## src/rtl/fp_pkg.sv

```systemverilog
// Shared floating-point definitions: default format, canonical constants and
// the accumulator state encoding.
package fp_pkg;

    localparam int unsigned FP_EXP_W  = 8;
    localparam int unsigned FP_FRAC_W = 23;
    localparam int unsigned FP_WIDTH  = 1 + FP_EXP_W + FP_FRAC_W;

    localparam logic [FP_WIDTH-1:0] FP_POS_ZERO = '0;
    localparam logic [FP_WIDTH-1:0] FP_QNAN     = {1'b0, {FP_EXP_W{1'b1}}, 1'b1,
                                                   {(FP_FRAC_W-1){1'b0}}};

    typedef enum logic [0:0] {
        IDLE,
        ACCUM
    } acc_state_e;

endpackage

```

## src/rtl/fp_add.sv

```systemverilog
// Combinational IEEE-754 adder, round-to-nearest-even, subnormals supported.
// Any NaN input or +Inf + -Inf yields the canonical quiet NaN.
module fp_add
    import fp_pkg::*;
#(
    parameter int unsigned EXP_W  = FP_EXP_W,
    parameter int unsigned FRAC_W = FP_FRAC_W
) (
    input  logic [EXP_W+FRAC_W:0] a,
    input  logic [EXP_W+FRAC_W:0] b,
    output logic [EXP_W+FRAC_W:0] y
);

    localparam int unsigned W  = 1 + EXP_W + FRAC_W;
    localparam int unsigned M  = FRAC_W + 1;
    localparam int unsigned MW = M + 1;
    localparam int unsigned X  = M + 3;
    localparam int unsigned EW = EXP_W + 2;
    localparam logic [EXP_W-1:0] EXP_MAX = '1;
    localparam logic [W-1:0] QNAN = {1'b0, {EXP_W{1'b1}}, 1'b1, {(FRAC_W-1){1'b0}}};

    logic             a_nan, b_nan, a_inf, b_inf, eff_sub, a_ge;
    logic [W-1:0]     big;
    logic [W-2:0]     sml;
    logic [EXP_W-1:0] e_big, e_sml, d;
    logic [X-1:0]     m_big, m_sml, m_shr, norm;
    logic [X:0]       sum;
    logic [EW-1:0]    e_res;
    logic [M:0]       mant;
    logic             rnd;
    int unsigned      lz, sh;

    assign a_nan   = (a[W-2:FRAC_W] == EXP_MAX) && (a[FRAC_W-1:0] != '0);
    assign b_nan   = (b[W-2:FRAC_W] == EXP_MAX) && (b[FRAC_W-1:0] != '0);
    assign a_inf   = (a[W-2:FRAC_W] == EXP_MAX) && (a[FRAC_W-1:0] == '0);
    assign b_inf   = (b[W-2:FRAC_W] == EXP_MAX) && (b[FRAC_W-1:0] == '0);
    assign eff_sub = a[W-1] ^ b[W-1];

    // Larger magnitude goes first so the subtraction never goes negative.
    assign a_ge  = a[W-2:0] >= b[W-2:0];
    assign big   = a_ge ? a : b;
    assign sml   = a_ge ? b[W-2:0] : a[W-2:0];
    assign e_big = (big[W-2:FRAC_W] == '0) ? EXP_W'(1) : big[W-2:FRAC_W];
    assign e_sml = (sml[W-2:FRAC_W] == '0) ? EXP_W'(1) : sml[W-2:FRAC_W];
    assign d     = e_big - e_sml;
    assign m_big = {big[W-2:FRAC_W] != '0, big[FRAC_W-1:0], 3'b000};
    assign m_sml = {sml[W-2:FRAC_W] != '0, sml[FRAC_W-1:0], 3'b000};

    always_comb begin
        if (32'(d) >= X) begin
            m_shr = {{(X-1){1'b0}}, |m_sml};
        end else begin
            m_shr = (m_sml >> d) | {{(X-1){1'b0}}, |(m_sml & ~({X{1'b1}} << d))};
        end
    end

    assign sum = eff_sub ? ({1'b0, m_big} - {1'b0, m_shr}) : ({1'b0, m_big} + {1'b0, m_shr});

    always_comb begin
        lz = X;
        for (int i = 0; i < X; i++) begin
            if (sum[i]) lz = X - 1 - i;
        end
        e_res = {2'b00, e_big};
        if (sum[X]) begin
            norm  = {sum[X:2], sum[1] | sum[0]};
            e_res = e_res + EW'(1);
            sh    = 0;
        end else begin
            // Stop shifting at the minimum exponent to produce a subnormal.
            sh    = (lz < 32'(e_res) - 32'd1) ? lz : 32'(e_res) - 32'd1;
            norm  = sum[X-1:0] << sh;
            e_res = e_res - EW'(sh);
        end

        rnd  = norm[2] & (norm[1] | norm[0] | norm[3]);
        mant = {1'b0, norm[X-1:3]} + MW'(rnd);
        if (mant[M]) begin
            mant  = mant >> 1;
            e_res = e_res + EW'(1);
        end

        y = {big[W-1], (mant[M-1] ? e_res[EXP_W-1:0] : {EXP_W{1'b0}}), mant[FRAC_W-1:0]};
        if (mant[M-1] && (e_res >= {2'b00, EXP_MAX})) begin
            y = {big[W-1], EXP_MAX, {FRAC_W{1'b0}}};
        end
        if (sum == '0) begin
            y = {~eff_sub & big[W-1], {(W-1){1'b0}}};
        end
        if (a_nan || b_nan || (a_inf && b_inf && eff_sub)) begin
            y = QNAN;
        end else if (a_inf) begin
            y = a;
        end else if (b_inf) begin
            y = b;
        end
    end

endmodule

```

## src/rtl/fp_dot_acc.sv

```systemverilog
// Streaming accumulator: sums in_last-delimited vectors of FP products and
// presents each sum with its saturating element count on a valid/ready output.
module fp_dot_acc
    import fp_pkg::*;
#(
    parameter int unsigned EXP_W  = FP_EXP_W,
    parameter int unsigned FRAC_W = FP_FRAC_W,
    parameter int unsigned CNT_W  = 16
) (
    input  logic                  clk,
    input  logic                  rst_n,
    input  logic                  clr,
    input  logic                  in_valid,
    output logic                  in_ready,
    input  logic [EXP_W+FRAC_W:0] in_data,
    input  logic                  in_last,
    output logic                  out_valid,
    input  logic                  out_ready,
    output logic [EXP_W+FRAC_W:0] out_data,
    output logic [CNT_W-1:0]      out_count
);

    localparam int unsigned WIDTH = 1 + EXP_W + FRAC_W;

    acc_state_e       state_q, state_d;
    logic [WIDTH-1:0] acc_q, acc_d, sum;
    logic [CNT_W-1:0] cnt_q, cnt_d, cnt_inc;
    logic             out_valid_q, out_valid_d;
    logic [WIDTH-1:0] out_data_q, out_data_d;
    logic [CNT_W-1:0] out_count_q, out_count_d;
    logic             accept;

    fp_add #(
        .EXP_W (EXP_W),
        .FRAC_W(FRAC_W)
    ) u_fp_add (
        .a(acc_q),
        .b(in_data),
        .y(sum)
    );

    assign in_ready = !out_valid_q || out_ready;
    assign accept   = in_valid && in_ready && !clr;
    assign cnt_inc  = (cnt_q == '1) ? cnt_q : cnt_q + CNT_W'(1);

    always_comb begin
        state_d     = state_q;
        acc_d       = acc_q;
        cnt_d       = cnt_q;
        out_valid_d = out_valid_q && !out_ready;
        out_data_d  = out_data_q;
        out_count_d = out_count_q;
        if (clr) begin
            // Abort wins over the element offered this cycle; pending result untouched.
            state_d = IDLE;
            acc_d   = '0;
            cnt_d   = '0;
        end else if (accept) begin
            case (state_q)
                ACCUM: begin
                    if (in_last) begin
                        out_valid_d = 1'b1;
                        out_data_d  = sum;
                        out_count_d = cnt_inc;
                        acc_d       = '0;
                        cnt_d       = '0;
                        state_d     = IDLE;
                    end else begin
                        acc_d = sum;
                        cnt_d = cnt_inc;
                    end
                end
                default: begin
                    // First element is loaded verbatim so a lone -0.0 survives.
                    if (in_last) begin
                        out_valid_d = 1'b1;
                        out_data_d  = in_data;
                        out_count_d = CNT_W'(1);
                    end else begin
                        acc_d   = in_data;
                        cnt_d   = CNT_W'(1);
                        state_d = ACCUM;
                    end
                end
            endcase
        end
    end

    always_ff @(posedge clk or negedge rst_n) begin
        if (!rst_n) begin
            state_q     <= IDLE;
            acc_q       <= '0;
            cnt_q       <= '0;
            out_valid_q <= 1'b0;
            out_data_q  <= '0;
            out_count_q <= '0;
        end else begin
            state_q     <= state_d;
            acc_q       <= acc_d;
            cnt_q       <= cnt_d;
            out_valid_q <= out_valid_d;
            out_data_q  <= out_data_d;
            out_count_q <= out_count_d;
        end
    end

    assign out_valid = out_valid_q;
    assign out_data  = out_data_q;
    assign out_count = out_count_q;

endmodule
```

## config.mk

```make
export PLATFORM = sky130hd
export DESIGN_NAME = fp_dot_acc
export DESIGN_NICKNAME = d
export VERILOG_FILES = /design/src/rtl/fp_pkg.sv /design/src/rtl/fp_add.sv /design/src/rtl/fp_dot_acc.sv
export SDC_FILE = /design/constraint.sdc
export NUM_CORES = 1
export LEC_CHECK = 0
export ABC_AREA = 1
export CORE_MARGIN = 1
export CORE_UTILIZATION = 29
export CTS_BUF_LIST = sky130_fd_sc_hd__clkbuf_8
export DETAILED_ROUTE_END_ITERATION = 8
export DONT_BUFFER_PORTS = 1
export GPL_TIMING_DRIVEN = 0
export PLACE_DENSITY = 0.41
export SKIP_LAST_GASP = 1
export SYNTH_ARGS = -nofsm -noshare
export SYNTH_HDL_FRONTEND = slang
export SYNTH_HIERARCHICAL = 1
export SYNTH_SLANG_ARGS = --single-unit
```

## constraint.sdc

```tcl
create_clock -name clk -period 15.03 [get_ports clk]
set_clock_uncertainty 0.05 [all_clocks]
set_input_delay 2.2545 -clock clk [delete_from_list [all_inputs] [get_ports clk]]
set_output_delay 2.2545 -clock clk [all_outputs]
set_load 0.005 [all_outputs]
```

==> flow_summary.ini, run 1 <==
[final_layout]
areaGrowthSynthToFinish_pct = 18.4
nFillCells = 6423
final_util = 0.347
drive_gt1_frac = 0.183
nets = 3066
n_antenna_cell = 0
final_cell_mix = 798 x nand2_1, 392 x nand3_1, 304 x inv_1
stdcell_area_mm2 = 0.0195
final_common_cell = nand2_1

[place]
dp_hpwl_mm = 61.0
place_congestion = 0.925
place_area_mm2 = 0.0174
portBuffers = 0

[logic_synthesis]
yosysWarnings = 6
yosysSeqAreaShare = 0.149
synthDistinctLibCells = 67
synth_top_flop_cell = dfrtp_1
synthCells = 2828
netlist_area_mm2 = 0.0165
synth_area_per_cell_um2 = 5.83
synth_edf_count = 0
synth-seq-cells = 98
synth-async-reset-ratio = 1.00

[floorplan]
fp-row-count = 87
initial_utilization = 0.293
core_area_mm2 = 0.0563
die_w_um = 240
die_area_mm2 = 0.0578
die_y_um = 240
ios = 88

[sta]
hold_viol_final = 0
fmax_ghz = 0.0698
slew_violations = 0
min_period_ps = 14320
tightest_slew_ps = 1420
slew_headroom = 0.0417
finalCritPeriodShare = 0.953
tns_ps = 0
hold_slack_ps = 470
setup_violations = 0

[grt]
track_usage = 0.252
grt_max_degree = 99
overflow = 0
grt_pass1_vias = 18100
antenna_found_initial = 0
grt_first_pass_wirelength_mm = 111

[setup_path]
ff2ff_setup_slack_ps = 2130
path_class = in2reg
crit_top_cell = nand2_2
worst_path_largest_cell_delay_ps = 420
cp.arrival_ps = 14570
slowest_stage = fa_2
crit_required_ps = 15290
crit_fanout = 9
startpoint_type = input port
crit_path_end_kind = register

[clock_network]
cts_root_buf = clkbuf_8
cts_max_level = 3
cts_tree = yes
cts_buffer_depth = 2
hold_buffers = 0
clock-sinks = 98
clk_pin_slew_worst_paths_ps = 90
clk-insertion-delay-late_ps = 400
cts_buffers = 9

[routing]
final_antenna_net_count = 0
drt_iter0_drc = 1472
num_vias = 19200
via_per_inst = 5.22
drtPass1Iterations = 6
drc = 0
wl_per_cell_um = 20.2
wl_mm = 74.3

[pwr]
p_leak_nw = 9.56
ir_worst_vdd_mv = 0.0725
p_per_area_mw_per_mm2 = 185
power_w = 0.00362

[run_status]
status = finished, final reports clean

[run]
maxCapViolCount = 0

[min_path]
hp-class = reg2reg
[area by class of cell]
cell class | instances | area [µm²] | share of cell area
sequential | 98 | 2450 | 0.126
timing repair buffer | 82 | 674 | 0.0346
tap | 756 | 946 | 0.0485
multi-input combinational | 2273 | 13200 | 0.677
buffer | 111 | 712 | 0.0365
clock inverter | 6 | 30.0 | 0.00154
inverter | 347 | 1370 | 0.0701
clock buffer | 9 | 124 | 0.00635
[flip-flops by register name, indices dropped and copies added, names as in the netlist]
signal,flops
out_valid,1
acc_q,32
out_data,32
state_q,1
cnt_q,16
out_count,16
[routing by layer]
metal / track usage / wire length (µm) / vias up
met2: 0.409 / 33900 / 610
met1: 0.344 / 34200 / 9088
li1: - / - / 9456
met5: 0 / 0 / -
met3: 0.0348 / 4420 / 83
met4: 0.0710 / 1810 / 0
[timing repair]
action                     4_1_cts  5_1_grt
gates cloned                     0        6
pin swaps                        9      106
setup buffers                   10       69
setup endpoints to repair       62       62
gates resized for setup         65      241
[logic make-up after synthesis]
| family | after synthesis | share of synthesized area |
|---|---|---|
| other | 1 | 0.000228 |
| XOR/XNOR | 57 | 0.0312 |
| AO/OA/AOI/OAI | 396 | 0.150 |
| adder cells (fa/ha/maj) | 106 | 0.0818 |
| buffers and inverters | 461 | 0.120 |
| flip-flops | 98 | 0.149 |
| AND/OR/NAND/NOR | 1709 | 0.468 |
[final timing paths]
| check | from | endpoint | cells after the start |
|---|---|---|---|
| max | in_data[26] | acc_q[6] | 95 |
| min | out_count[13] | out_count[13] | 2 |
| max reg2reg | acc_q[26] | acc_q[6] | 94 |
| min reg2reg | out_count[13] | out_count[13] | 2 |
| max in group asynchronous | rst_n | acc_q[10] | 0 |
| min in group asynchronous | rst_n | out_count[4] | 0 |
[where the power goes]
part / switching (W) / internal, W
sequential: 0.0000432 / 0.000295
clock: 0.0000985 / 0.0000571
combinational: 0.00216 / 0.000967
[through the flow]
step	setup WS, ps	cells
final	713	3682
after detailed placement	-2580	3585
after CTS	13.0	3609
after floorplan	903	2829
after global placement	-2530	3585
after global routing	-174	3682
[critical path, delay by kind of cell]
family                     cells  cell delay, ps
AOI/OAI and AO/OA             18            2750
xor gates and xnor gates       2             340
adders and majority gates      7            1640
buffers and inverters         17            2170
and+or+nand+nor               51            5390
[synthesized netlist by cell type, types with 7 or more instances]
cell,instances,area share
o21ai_1,23,0.0070
nor2_1,240,0.055
o31ai_2,17,0.013
o31ai_1,8,0.0036
nand2_2,30,0.011
nor2_4,9,0.0061
inv_2,17,0.0039
nand4_1,52,0.020
inv_1,321,0.073
o21ai_2,19,0.010
buf_1,11,0.0025
nand3_2,25,0.015
nor3_1,21,0.0064
xnor2_1,9,0.0048
o21a_1,9,0.0041
o21ai_0,136,0.041
xor2_1,46,0.024
ha_1,103,0.078
nor2_2,26,0.0099
o21bai_1,8,0.0036
a31oi_1,22,0.0084
nand2_4,11,0.0075
buf_6,17,0.012
a21oi_1,113,0.034
nor4_1,11,0.0042
nand3_1,410,0.12
dfrtp_1,98,0.15
buf_4,7,0.0032
buf_2,33,0.010
clkbuf_1,43,0.0098
clkinv_1,7,0.0016
nand2_1,847,0.19
No activity file was read; power rests on OpenSTA's default activity.
==> run 2: changes to the inputs <==
HOLD_SLACK_MARGIN = 0.12   (was default)
PLACE_DENSITY = default   (was 0.41)
PLACE_DENSITY_LB_ADDON = 0.08   (was default)
==> run 2 against run 1 <==
- global-route usage shrank 0.12 points
- worst hold slack lost 3.9 ps
- clock power is 28% higher
- via count down 0.88%
- sequential share of layout area increased by 0.11 points
- worst setup slack worse by 52 ps
- first-iteration DRC count down 9.9%
- critical path type unchanged
- largest cell class unchanged
==> flow_summary.ini, run 2 (synthesis gave the netlist of run 1 again) <==
[pwr]
power_w = 0.00363
switching_share = 0.628
ir_worst_vdd_mv = 0.0841
p_per_area_mw_per_mm2 = 188
p_switching_w = 0.00228
clkPwrFrac = 0.055
seqPwrFrac = 0.093
pwr-share-comb = 0.852
p_leak_nw = 9.56
internal_power_w = 0.00135

[clock_network]
clock-sinks = 98
cts_max_level = 3
cts_buffers = 9
cts_root_buf = clkbuf_8
cts_buffer_depth = 2
clk-insertion-delay-late_ps = 400
cts_tree = yes
clk_pin_slew_worst_paths_ps = 100

[grt]
grt_max_degree = 99
grt_pass1_vias = 17900
track_usage = 0.250
overflow = 0
antenna_found_initial = 3
grt_first_pass_wirelength_mm = 110

[place]
portBuffers = 0
place_congestion = 0.928
dp_hpwl_mm = 60.8

[run]
maxCapViolCount = 0

[routing]
final_antenna_net_count = 0
wl_per_cell_um = 20.1
wl_mm = 74.0
drc = 0
via_per_inst = 5.18
num_vias = 19100
drtPass1Iterations = 5
drt_iter0_drc = 1326

[sta]
min_period_ps = 14370
tns_ps = 0
setup_violations = 0
tightest_slew_ps = 1390
hold_viol_final = 0
slew_headroom = 0.0642
finalCritPeriodShare = 0.956
rsz0062_at_grt = yes
slew_violations = 0
fmax_ghz = 0.0696

[setup_path]
crit_fanout = 10
crit_top_cell = nand2_1
slowest_stage = o21ai_0
path_class = in2reg
worst_path_largest_cell_delay_ps = 1060
crit_required_ps = 15290
startpoint_type = input port
crit_path_end_kind = register
cp.arrival_ps = 14620

[final_layout]
drive_gt1_frac = 0.169
nets = 3061
final_util = 0.344
final_common_cell = nand2_1
nFillCells = 6357
areaGrowthSynthToFinish_pct = 17.3
final_cell_mix = 822 x nand2_1, 402 x nand3_1, 305 x inv_1

[floorplan]
core_area_mm2 = 0.0563
fp-row-count = 87
die_y_um = 240
die_w_um = 240
ios = 88
initial_utilization = 0.293
die_area_mm2 = 0.0578

[run_status]
status = finished, final reports clean

[min_path]
hp-class = reg2reg
[run 2: cell types whose count changed in the layout (fill, tap and decap cells not counted), sizes merged]
cell	delta
buf	-9
bufinv	+2
clkbuf	+5
clkinv	+5
clkinvlp	-7
diode	+1
nand2	+1
nor2	-1
[run 2: path summary, 6_finish.rpt]
| path | startpoint | to | slack, ps | cells after the start |
|---|---|---|---|---|
| max | in_data[10] | acc_q[15] | 660 | 81 |
| min | out_count[5] | out_count[5] | 470 | 2 |
| max reg2reg | acc_q[25] | acc_q[15] | 2110 | 81 |
| min reg2reg | out_count[5] | out_count[5] | 470 | 2 |
| max in group asynchronous | rst_n | acc_q[14] | 13220 | 0 |
| min in group asynchronous | rst_n | out_count[7] | 1490 | 0 |
[run 2: per-stage QoR]
step           cell area [µm²]  std cells  setup WS, ps  hold WS, ps
5_1_grt                  19300       3679         -97.4          496
3_5_place_dp             17400       3585         -2680          447
3_3_place_gp             17400       3585         -2650          448
6_report                 19300       3679           661          466
2_1_floorplan            16500       2829           903          422
4_1_cts                  18000       3610          17.1          474
[run 2: power groups by stage]
| stage | Clock, W | Sequential, W | Combinational [W] |
|---|---|---|---|
| detailed placement | 0 | 0.000341 | 0.00272 |
| global route | 0.000214 | 0.000342 | 0.00337 |
| floorplan | 0 | 0.000322 | 0.00183 |
| CTS | 0.000207 | 0.000336 | 0.00283 |
| finish | 0.000200 | 0.000338 | 0.00309 |
| global placement | 0 | 0.000341 | 0.00273 |
[run 2: final cells by class]
cell class                 instances  area, µm²  share of cell area
antenna                            1       2.50            0.000129
buffer                           112        707              0.0366
clock buffer                      10        138             0.00712
clock inverter                     6       87.6             0.00453
inverter                         347       1350              0.0699
multi-input combinational       2273      13000               0.672
sequential                        98       2450               0.127
tap                              756        946              0.0489
timing repair buffer              76        652              0.0337
[run 2: worst max-delay path, delay by kind of cell]
family                     cells  cell delay [ps]
AOI/OAI and AO/OA             19             3850
xor gates and xnor gates       1              210
adders and majority gates      7             1960
buffers and inverters         15             1880
and+or+nand+nor               39             4450
[run 2: layer usage]
metal  GRT usage  vias to the layer above  wire length, µm
met5           0                        -               13
met4      0.0596                        2             1650
met3      0.0318                       66             4020
met2       0.417                      544            34200
met1       0.340                     9011            34100
li1            -                     9444                -
[run 2: timing repair]
item,4_1_cts,5_1_grt
gates resized for setup,72,171
hold buffers,0,0
buffers inserted,10,63
pin swaps,12,71
gates cloned,0,6
setup endpoints to repair,62,62
==> run 3: changes to the inputs <==
MAX_ROUTING_LAYER = met4   (was default)
==> run 3 against run 2 <==
- register-to-register slack better by 60 ps
- largest power group unchanged
- final area rose by 1.6%
- first-iteration DRC count increased by 2.7%
- worst hold slack got worse by 0.71 ps
- sequential cell count stayed put
- maximum frequency up 0.53%
- die area unchanged
- power is 0.44% higher
- core utilization rose by 0.54 points
- sequential power is essentially flat
- worst setup slack better by 75 ps
- global-route usage up 1.0 points
==> flow_summary.ini, run 3 (synthesis gave the netlist of run 1 again) <==
[grt]
track_usage = 0.261
antenna_found_initial = 1
grt_max_degree = 99
overflow = 0
grt_pass1_vias = 18300
grt_first_pass_wirelength_mm = 111

[final_layout]
nets = 3087
final_common_cell = nand2_1
areaGrowthSynthToFinish_pct = 19.2
final_util = 0.349
seq_area_mm2 = 0.00245
multi_input_area_mm2 = 0.0131
nFillCells = 6391
final_cell_mix = 812 x nand2_1, 396 x nand3_1, 304 x inv_1
instances_no_fill = 3704
drive_gt1_frac = 0.184

[setup_path]
critical_path.endpoint = acc_q[6]
crit_top_cell = nand2_2
cp.buffers_inverters = 16
crit_path_end_kind = register
crit_required_ps = 15290
crit_fanout = 10
reg2regPathDepth = 95
startpoint_type = input port
path_class = in2reg
crit_start = in_data[11]
ff2ff_setup_slack_ps = 2170
slowest_stage = fa_2
path_delay_family = simple AND/OR/NAND/NOR gates
path_depth = 96
cp.arrival_ps = 14550
r2r_start = acc_q[25]
worst_path_largest_cell_delay_ps = 390
r2r_end = acc_q[6]

[clock_network]
cts_buffers = 9
cts_tree = yes
clk_pin_slew_worst_paths_ps = 110
clock-sinks = 98
clk-insertion-delay-late_ps = 400
cts_root_buf = clkbuf_8
cts_buffer_depth = 2
cts_max_level = 3

[pwr]
clkPwrFrac = 0.044
internal_power_w = 0.00135
p_per_area_mw_per_mm2 = 186
p_leak_nw = 9.66
p_switching_w = 0.00230
pwr-share-comb = 0.863
switching_share = 0.631
seqPwrFrac = 0.093
ir_worst_vdd_mv = 0.0776

[routing]
drc = 0
final_antenna_net_count = 0
drtPass1Iterations = 6
num_vias = 19300
wl_per_cell_um = 20.2
via_per_inst = 5.22
drt_iter0_drc = 1362
wl_mm = 74.8

[sta]
tightest_slew_ps = 1260
min_period_ps = 14290
setup_violations = 0
fmax_ghz = 0.0700
finalCritPeriodShare = 0.951
slew_violations = 0
hold_viol_final = 0
tns_ps = 0
slew_headroom = 0.154

[floorplan]
initial_utilization = 0.293
core_area_mm2 = 0.0563
die_w_um = 240
die_area_mm2 = 0.0578
die_y_um = 240
fp-row-count = 87
ios = 88

[place]
portBuffers = 0
place_congestion = 0.965
dpl.cell_count = 3585
dp_hpwl_mm = 61.3

[run]
maxCapViolCount = 0

[min_path]
hp-class = reg2reg

[run_status]
status = finished, final reports clean
[run 3: power by group through the flow]
stage               Sequential (W)  Combinational, W  Clock (W)
detailed placement        0.000341           0.00272          0
global placement          0.000341           0.00274          0
floorplan                 0.000322           0.00183          0
global route              0.000342           0.00343   0.000173
CTS                       0.000336           0.00282   0.000167
finish                    0.000338           0.00315   0.000160
[run 3: worst min-delay path: stages, from the launching register on]
cell and delay, ps:
dfrtp_1 370, nand2_1 60, nand2_1 60
[run 3: layout make-up]
class	instances	area share
multi-input cells	2270	0.668
flip-flops and latches	98	0.125
inverters	347	0.0697
well taps	756	0.0482
repair buffers	104	0.0440
plain buffers	113	0.0369
clock buffers	10	0.00701
clock inverters	4	0.00115
diodes	2	0.000255
[run 3: through the flow]
stage / total power [W] / worst slack, ps / hold slack (ps) / area, µm²
floorplan: 0.00215 / 903 / 422 / 16500
global placement: 0.00308 / -2490 / 449 / 17400
detailed placement: 0.00306 / -2610 / 447 / 17400
CTS: 0.00333 / 8.41 / 474 / 17900
global route: 0.00394 / -148 / 496 / 19600
finish: 0.00365 / 737 / 466 / 19600
[run 3: metal layers]
| metal | vias to the layer above | global-route usage | part of all wire | wire, µm |
|---|---|---|---|---|
| met2 | 540 | 0.424 | 0.46 | 34300 |
| met5 | - | - | 0 | 0 |
| met3 | 111 | 0.0312 | 0.055 | 4090 |
| met1 | 9167 | 0.340 | 0.46 | 34300 |
| met4 | 0 | 0.0664 | 0.028 | 2100 |
| li1 | 9500 | - | - | - |
[run 3: worst min-delay path by stage]
| stage | start | to | slack, ps | cells past startpoint |
|---|---|---|---|---|
| detailed placement | out_count[4] | out_count[4] | 450 | 2 |
| finish | out_count[7] | out_count[7] | 470 | 2 |
| global route | out_count[0] | out_count[0] | 500 | 2 |
| CTS | out_count[7] | out_count[7] | 470 | 2 |
| floorplan | out_count[14] | out_count[14] | 420 | 2 |
| global placement | out_count[5] | out_count[5] | 450 | 2 |
[run 3: repair_timing]
item                       in CTS  in global routing
setup endpoints to repair      62                 62
pin swaps                       9                111
gates resized for setup        71                218
gates cloned                    0                  5
hold buffers                    0                  0
setup buffers                  11                 88
